## src/rtl/bit_pattern_scan_ctrl_if.sv

```systemverilog
// Handshake and configuration bundle between a serial bit source / host and bit_pattern_scan_ctrl.
interface bit_pattern_scan_ctrl_if #(
  parameter int PAT_W = 8,
  parameter int LEN_W = 16,
  parameter int CNT_W = 8
);
  logic             cfg_load;
  logic [PAT_W-1:0] cfg_pattern;
  logic [3:0]       cfg_len;
  logic             cfg_overlap;
  logic [LEN_W-1:0] cfg_frame_len;
  logic             start;
  logic             in_valid;
  logic             in_bit;
  logic             in_ready;
  logic             match;
  logic [CNT_W-1:0] match_count;
  logic             busy;
  logic             done;
  logic             cfg_err;

  modport master (
    output cfg_load, cfg_pattern, cfg_len, cfg_overlap, cfg_frame_len,
    output start, in_valid, in_bit,
    input  in_ready, match, match_count, busy, done, cfg_err
  );

  modport slave (
    input  cfg_load, cfg_pattern, cfg_len, cfg_overlap, cfg_frame_len,
    input  start, in_valid, in_bit,
    output in_ready, match, match_count, busy, done, cfg_err
  );
endinterface

```

## src/rtl/bit_pattern_scan_ctrl.sv

```systemverilog
// Programmable serial bit-pattern scanner: runs one frame, pulses per match, counts matches.
// state  | meaning
// S_IDLE | waiting for cfg_load / start; match_count holds last result
// S_SCAN | accepting frame bits, detecting matches
// S_DONE | single-cycle end-of-frame, final count visible
module bit_pattern_scan_ctrl #(
  parameter int PAT_W = 8,
  parameter int LEN_W = 16,
  parameter int CNT_W = 8
) (
  input  logic                   clk,
  input  logic                   reset,
  bit_pattern_scan_ctrl_if.slave bus
);

  localparam int HC_W = $clog2(PAT_W + 1);

  typedef enum logic [1:0] {S_IDLE, S_SCAN, S_DONE} state_e;

  state_e           state_q, state_d;
  logic [PAT_W-1:0] pat_q, pat_d;
  logic [3:0]       len_q, len_d;
  logic             ovl_q, ovl_d;
  logic [LEN_W-1:0] flen_q, flen_d;
  logic             cfg_vld_q, cfg_vld_d;
  logic             cfg_err_q, cfg_err_d;
  logic [PAT_W-1:0] hist_q, hist_d;
  logic [HC_W-1:0]  hist_cnt_q, hist_cnt_d;
  logic [LEN_W-1:0] bit_cnt_q, bit_cnt_d;
  logic             match_q, match_d;
  logic [CNT_W-1:0] match_cnt_q, match_cnt_d;

  logic             accept;
  logic             last_bit;
  logic             cfg_legal;
  logic             go_scan;
  logic             hit;
  logic [PAT_W-1:0] hist_shift;
  logic [PAT_W-1:0] len_mask;
  logic [HC_W-1:0]  hist_cnt_inc;

  always_ff @(posedge clk or posedge reset) begin
    if (reset) state_q <= S_IDLE;
    else       state_q <= state_d;
  end

  always_comb begin
    accept       = (state_q == S_SCAN) && bus.in_valid;
    last_bit     = (bit_cnt_q + LEN_W'(1)) == flen_q;
    cfg_legal    = (bus.cfg_len != 4'd0) && (int'(bus.cfg_len) <= PAT_W) &&
                   (bus.cfg_frame_len != '0);
    go_scan      = (state_q == S_IDLE) && bus.start && cfg_vld_q && !cfg_err_q;
    hist_shift   = (hist_q << 1) | PAT_W'(bus.in_bit);
    hist_cnt_inc = (int'(hist_cnt_q) >= PAT_W) ? hist_cnt_q : hist_cnt_q + HC_W'(1);
    for (int i = 0; i < PAT_W; i++) len_mask[i] = (i < int'(len_q));
    // Match uses the history as it will be after shifting in the current bit.
    hit          = (int'(hist_cnt_inc) >= int'(len_q)) &&
                   (((hist_shift ^ pat_q) & len_mask) == '0);
  end

  always_comb begin
    state_d = state_q;
    case (state_q)
      S_IDLE: if (go_scan) state_d = S_SCAN;
      S_SCAN: if (accept && last_bit) state_d = S_DONE;
      S_DONE: state_d = S_IDLE;
      default: state_d = S_IDLE;
    endcase
  end

  always_comb begin
    pat_d       = pat_q;
    len_d       = len_q;
    ovl_d       = ovl_q;
    flen_d      = flen_q;
    cfg_vld_d   = cfg_vld_q;
    cfg_err_d   = cfg_err_q;
    hist_d      = hist_q;
    hist_cnt_d  = hist_cnt_q;
    bit_cnt_d   = bit_cnt_q;
    match_d     = 1'b0;
    match_cnt_d = match_cnt_q;
    case (state_q)
      S_IDLE: begin
        if (bus.cfg_load) begin
          if (cfg_legal) begin
            pat_d     = bus.cfg_pattern;
            len_d     = bus.cfg_len;
            ovl_d     = bus.cfg_overlap;
            flen_d    = bus.cfg_frame_len;
            cfg_vld_d = 1'b1;
            cfg_err_d = 1'b0;
          end else begin
            cfg_err_d = 1'b1;
          end
        end
        if (bus.start) begin
          if (go_scan) begin
            match_cnt_d = '0;
            hist_d      = '0;
            hist_cnt_d  = '0;
            bit_cnt_d   = '0;
          end else begin
            cfg_err_d = 1'b1;
          end
        end
      end
      S_SCAN: begin
        if (accept) begin
          hist_d     = hist_shift;
          hist_cnt_d = hist_cnt_inc;
          bit_cnt_d  = bit_cnt_q + LEN_W'(1);
          if (hit) begin
            match_d = 1'b1;
            if (match_cnt_q != '1) match_cnt_d = match_cnt_q + CNT_W'(1);
            // Non-overlapping mode forgets the bits that formed this match.
            if (!ovl_q) hist_cnt_d = '0;
          end
        end
      end
      default: ;
    endcase
  end

  always_ff @(posedge clk or posedge reset) begin
    if (reset) begin
      pat_q       <= '0;
      len_q       <= '0;
      ovl_q       <= 1'b0;
      flen_q      <= '0;
      cfg_vld_q   <= 1'b0;
      cfg_err_q   <= 1'b0;
      hist_q      <= '0;
      hist_cnt_q  <= '0;
      bit_cnt_q   <= '0;
      match_q     <= 1'b0;
      match_cnt_q <= '0;
    end else begin
      pat_q       <= pat_d;
      len_q       <= len_d;
      ovl_q       <= ovl_d;
      flen_q      <= flen_d;
      cfg_vld_q   <= cfg_vld_d;
      cfg_err_q   <= cfg_err_d;
      hist_q      <= hist_d;
      hist_cnt_q  <= hist_cnt_d;
      bit_cnt_q   <= bit_cnt_d;
      match_q     <= match_d;
      match_cnt_q <= match_cnt_d;
    end
  end

  always_comb begin
    bus.in_ready    = (state_q == S_SCAN);
    bus.busy        = (state_q != S_IDLE);
    bus.done        = (state_q == S_DONE);
    bus.match       = match_q;
    bus.match_count = match_cnt_q;
    bus.cfg_err     = cfg_err_q;
  end

endmodule

```

## src/flat_wrapper.sv

```systemverilog
// flat-port wrapper written by rule: the top's interface ports become plain ports
module bit_pattern_scan_ctrl_flat 
#(
  parameter int PAT_W = 8,
  parameter int LEN_W = 16,
  parameter int CNT_W = 8
)
  (clk, reset, bus_cfg_load, bus_cfg_pattern, bus_cfg_len, bus_cfg_overlap, bus_cfg_frame_len, bus_start, bus_in_valid, bus_in_bit, bus_in_ready, bus_match, bus_match_count, bus_busy, bus_done, bus_cfg_err);
  bit_pattern_scan_ctrl_if #(.PAT_W(PAT_W), .LEN_W(LEN_W), .CNT_W(CNT_W)) bus_i ();
  input  logic clk;
  input  logic reset;
  input wire logic [$bits(bus_i.cfg_load)-1:0] bus_cfg_load;
  input wire logic [$bits(bus_i.cfg_pattern)-1:0] bus_cfg_pattern;
  input wire logic [$bits(bus_i.cfg_len)-1:0] bus_cfg_len;
  input wire logic [$bits(bus_i.cfg_overlap)-1:0] bus_cfg_overlap;
  input wire logic [$bits(bus_i.cfg_frame_len)-1:0] bus_cfg_frame_len;
  input wire logic [$bits(bus_i.start)-1:0] bus_start;
  input wire logic [$bits(bus_i.in_valid)-1:0] bus_in_valid;
  input wire logic [$bits(bus_i.in_bit)-1:0] bus_in_bit;
  output wire logic [$bits(bus_i.in_ready)-1:0] bus_in_ready;
  output wire logic [$bits(bus_i.match)-1:0] bus_match;
  output wire logic [$bits(bus_i.match_count)-1:0] bus_match_count;
  output wire logic [$bits(bus_i.busy)-1:0] bus_busy;
  output wire logic [$bits(bus_i.done)-1:0] bus_done;
  output wire logic [$bits(bus_i.cfg_err)-1:0] bus_cfg_err;
  assign bus_i.cfg_load = bus_cfg_load;
  assign bus_i.cfg_pattern = bus_cfg_pattern;
  assign bus_i.cfg_len = bus_cfg_len;
  assign bus_i.cfg_overlap = bus_cfg_overlap;
  assign bus_i.cfg_frame_len = bus_cfg_frame_len;
  assign bus_i.start = bus_start;
  assign bus_i.in_valid = bus_in_valid;
  assign bus_i.in_bit = bus_in_bit;
  assign bus_in_ready = bus_i.in_ready;
  assign bus_match = bus_i.match;
  assign bus_match_count = bus_i.match_count;
  assign bus_busy = bus_i.busy;
  assign bus_done = bus_i.done;
  assign bus_cfg_err = bus_i.cfg_err;
  bit_pattern_scan_ctrl #(.PAT_W(PAT_W), .LEN_W(LEN_W), .CNT_W(CNT_W)) u_core (.clk(clk), .reset(reset), .bus(bus_i));
endmodule
```

## config.mk

```make
export PLATFORM = sky130hd
export DESIGN_NAME = bit_pattern_scan_ctrl_flat
export DESIGN_NICKNAME = d
export VERILOG_FILES = /design/src/rtl/bit_pattern_scan_ctrl_if.sv /design/src/rtl/bit_pattern_scan_ctrl.sv /design/src/flat_wrapper.sv
export SDC_FILE = /design/constraint.sdc
export NUM_CORES = 1
export LEC_CHECK = 0
export ABC_CLOCK_PERIOD_IN_PS = 6800
export CAP_MARGIN = 5
export CORE_MARGIN = 2
export CORE_UTILIZATION = 35
export CTS_BUF_LIST = sky130_fd_sc_hd__clkbuf_2 sky130_fd_sc_hd__clkbuf_4 sky130_fd_sc_hd__clkbuf_8
export DETAILED_ROUTE_END_ITERATION = 10
export PLACE_DENSITY = 0.6
export SLEW_MARGIN = 10
export SYNTH_ARGS = -nofsm -noshare
export SYNTH_HDL_FRONTEND = slang
export SYNTH_SLANG_ARGS = --single-unit
```

## constraint.sdc

```tcl
create_clock -name clk -period 6.8 [get_ports clk]
set_input_delay 1.36 -clock clk [delete_from_list [all_inputs] [get_ports clk]]
set_output_delay 1.36 -clock clk [all_outputs]
set_load 0.01 [all_outputs]
```

==> impl_metrics.json <==
{
  "cp.required_ns": 7.01,
  "yosysSeqAreaShare": 0.4513,
  "syn_inst": 389,
  "max_freq_mhz": 261.6,
  "ys.flop_type": "dfrtp_1",
  "overflow": 0,
  "hpwl_um": 6341,
  "synth_common_cells": "dfrtp_1, nand2_1, o21ai_0",
  "period_share": 0.5621,
  "ys_warn_count": 0,
  "ys_types": 50,
  "io_pins": 48,
  "drv_slew": 0,
  "ys_async_sr_fraction": 1.000,
  "syn_avg_cell_area_um2": 9.836,
  "die_w_um": 108.6,
  "syn2layout_area_growth_pct": 20.60,
  "die-height_um": 108.6,
  "setup_viol": 0,
  "place_ws_ns": 2.604,
  "cts-root-buf": "clkbuf_8",
  "dr_wl_met2_um": 4002,
  "status": "finished, final reports clean",
  "wl_um": 8970,
  "clock_path_buffers": 2,
  "arrival_ns": 4.04,
  "drive_above_1_share": 0.1376,
  "grt_pass1_vias": 2997,
  "layout_min_cycle_time_ns": 3.823,
  "cts_hold_buf": 0,
  "yosysTopAreaCell": "dfrtp_1",
  "wire_per_inst_um": 15.57,
  "yosysMostFrequentCell": "dfrtp_1",
  "cts_sinks": 69,
  "die_area_mm2": 0.01178,
  "synth_top_area_frac": 0.4513,
  "dr.pass1.iters": 4,
  "holdWs_ns": 0.4980,
  "crit_type": "primary input to register",
  "syn_nets": 432,
  "cts_tree": "yes",
  "rsz0062_at_grt": "false",
  "gp_congestion": 0.8754,
  "rows": 38,
  "drc": 0,
  "wl_met1_um": 4528,
  "clkTransAtPathRegs_ns": 0.07,
  "grt_pass1_wl_um": 15110,
  "irDropWorstVdd_uv": 147.2,
  "fin_setup_tns_ns": 0,
  "slew_headroom": 0.2534,
  "fin_cells": 576,
  "initial_core_util": 0.3561,
  "end_kind": "register",
  "cp_slowest_cell": "nand3b_1",
  "placed_cells": 561,
  "ant_nets": 0,
  "antennaDiodeCount": 0,
  "synth_edf_count": 0,
  "fillers": 1089,
  "cp_max_fo": 29,
  "antenna_found_initial": 0,
  "ctsHtreeMaxLevel": 3,
  "io_buffers": 47,
  "power.leakage_nw": 1.935,
  "top_layer": "met4",
  "nets": 475,
  "gr-usage-all-layers": 0.1660,
  "met3_length_um": 333,
  "first_iter_violations": 121,
  "finalHoldViolations": 0,
  "cts_buffers": 9,
  "worst_pin_slew_ns": 1.116,
  "cts_setup_buffers": 0,
  "crit_chain": "clkdlybuf4s50_1 > nand3b_1 > a2111o_1 > a311oi_1 > nand4_1 > a21oi_1 > and4_4 > o21ai_2",
  "hold_class": "register to register",
  "core_region_area_mm2": 0.01075,
  "viasPerCell": 5.245,
  "max_stage_delay_ns": 0.75,
  "worst_setup_path_start_kind": "primary input",
  "insertion_delay_ns": 0.34,
  "drv_cap": 0,
  "ys_seq_elements": 69,
  "ctsResizeCount": 0,
  "setup_ws_ns": 2.977,
  "grt_max_degree": 70,
  "vias": 3021,
  "yosys-top-cells-area": "dfrtp_1, mux2_2, xnor2_1",
  "synth_area_mm2": 0.003826,
  "clock_skew_ns": 0.01266,
  "power_per_cell_area_mw_per_mm2": 364.4
}
## where the power goes
| group | total (mW) | internal (mW) | switching, mW |
|---|---|---|---|
| logic | 0.640 | 0.317 | 0.324 |
| registers | 0.698 | 0.548 | 0.150 |
| clock network | 0.343 | 0.186 | 0.156 |
| total | 1.68 | 1.05 | 0.630 |
## registers in the layout (all words and copies together), names as in the netlist
signal	count
u_core.bit_cnt_q	16
u_core.bus.cfg_err	1
u_core.bus.match	1
u_core.bus.match_count	8
u_core.cfg_vld_q	1
u_core.flen_q	16
u_core.hist_cnt_q	4
u_core.hist_q	7
u_core.len_q	4
u_core.ovl_q	1
u_core.pat_q	8
u_core.state_q	2
## layer usage
metal / vias to the layer above / GRT usage
li1: 1466 / -
met1: 1475 / 0.2432
met2: 72 / 0.2473
met3: 8 / 0.02049
met4: 0 / 0.06868
met5: - / 0
## worst max-delay path, delay by kind of cell
family / cells / cell delay, ns
buf+inv: 1 / 0.48
compound gates: 4 / 1.05
simple gates: 3 / 1.13
## worst paths after layout
kind                                          startpoint                            end  slack [ns]  depth (start not counted)
max                                         bus_in_valid  u_core.state_q[0]$_DFFE_PP0P_        2.98                          8
min                         u_core.cfg_vld_q$_DFFE_PP0P_   u_core.cfg_vld_q$_DFFE_PP0P_        0.50                          1
max reg2reg                u_core.state_q[1]$_DFFE_PP0P_  u_core.state_q[0]$_DFFE_PP0P_        3.98                          7
min reg2reg                 u_core.cfg_vld_q$_DFFE_PP0P_   u_core.cfg_vld_q$_DFFE_PP0P_        0.50                          1
max in group asynchronous                          reset   u_core.flen_q[5]$_DFFE_PP0P_        4.61                          3
min in group asynchronous                          reset     u_core.bus.match$_DFF_PP0_        1.58                          3
## stage by stage
step                      power, mW  instance area, um^2  utilization
after floorplan               1.150                 3826            -
after global placement        1.324                 4415       0.4109
after global routing          1.808                 4614       0.4294
final                         1.681                 4614       0.4294
after CTS                     1.694                 4614       0.4294
after detailed placement      1.346                 4415       0.4109
## cells in the final DEF, fill, tap and decap left out, types with 8 or more instances in the layout
cell type and n:
dfrtp_1 69, clkdlybuf4s50_1 47, nand2_1 41, o21ai_0 33, mux2_2 29, xnor2_1 25
nor2_1 21, inv_1 14, xor2_1 13, a21oi_1 12, nand3_1 11, clkbuf_8 11
nand4_1 9, nor3_1 9, ha_1 8
## area by class of cell
class,count,area (um^2),area share
clock inverter,4,47.55,0.01030
tap,140,175.2,0.03796
timing repair buffer,49,485.5,0.1052
sequential,69,1727,0.3742
multi-input combinational,288,1972,0.4273
inverter,15,56.30,0.01220
clock buffer,11,151.4,0.03281
## logic make-up (layout without fill, tap and decap cells)
group / Yosys count / count (layout) / share of synthesized area
compound gates: 79 / 79 / 0.1266
xor+xnor: 38 / 38 / 0.08699
flops: 69 / 69 / 0.4513
fa+ha+maj: 8 / 8 / 0.02616
buf+inv: 32 / 79 / 0.03335
mux: 32 / 32 / 0.09320
simple gates: 131 / 131 / 0.1825
(Power assumes the default switching activity.)
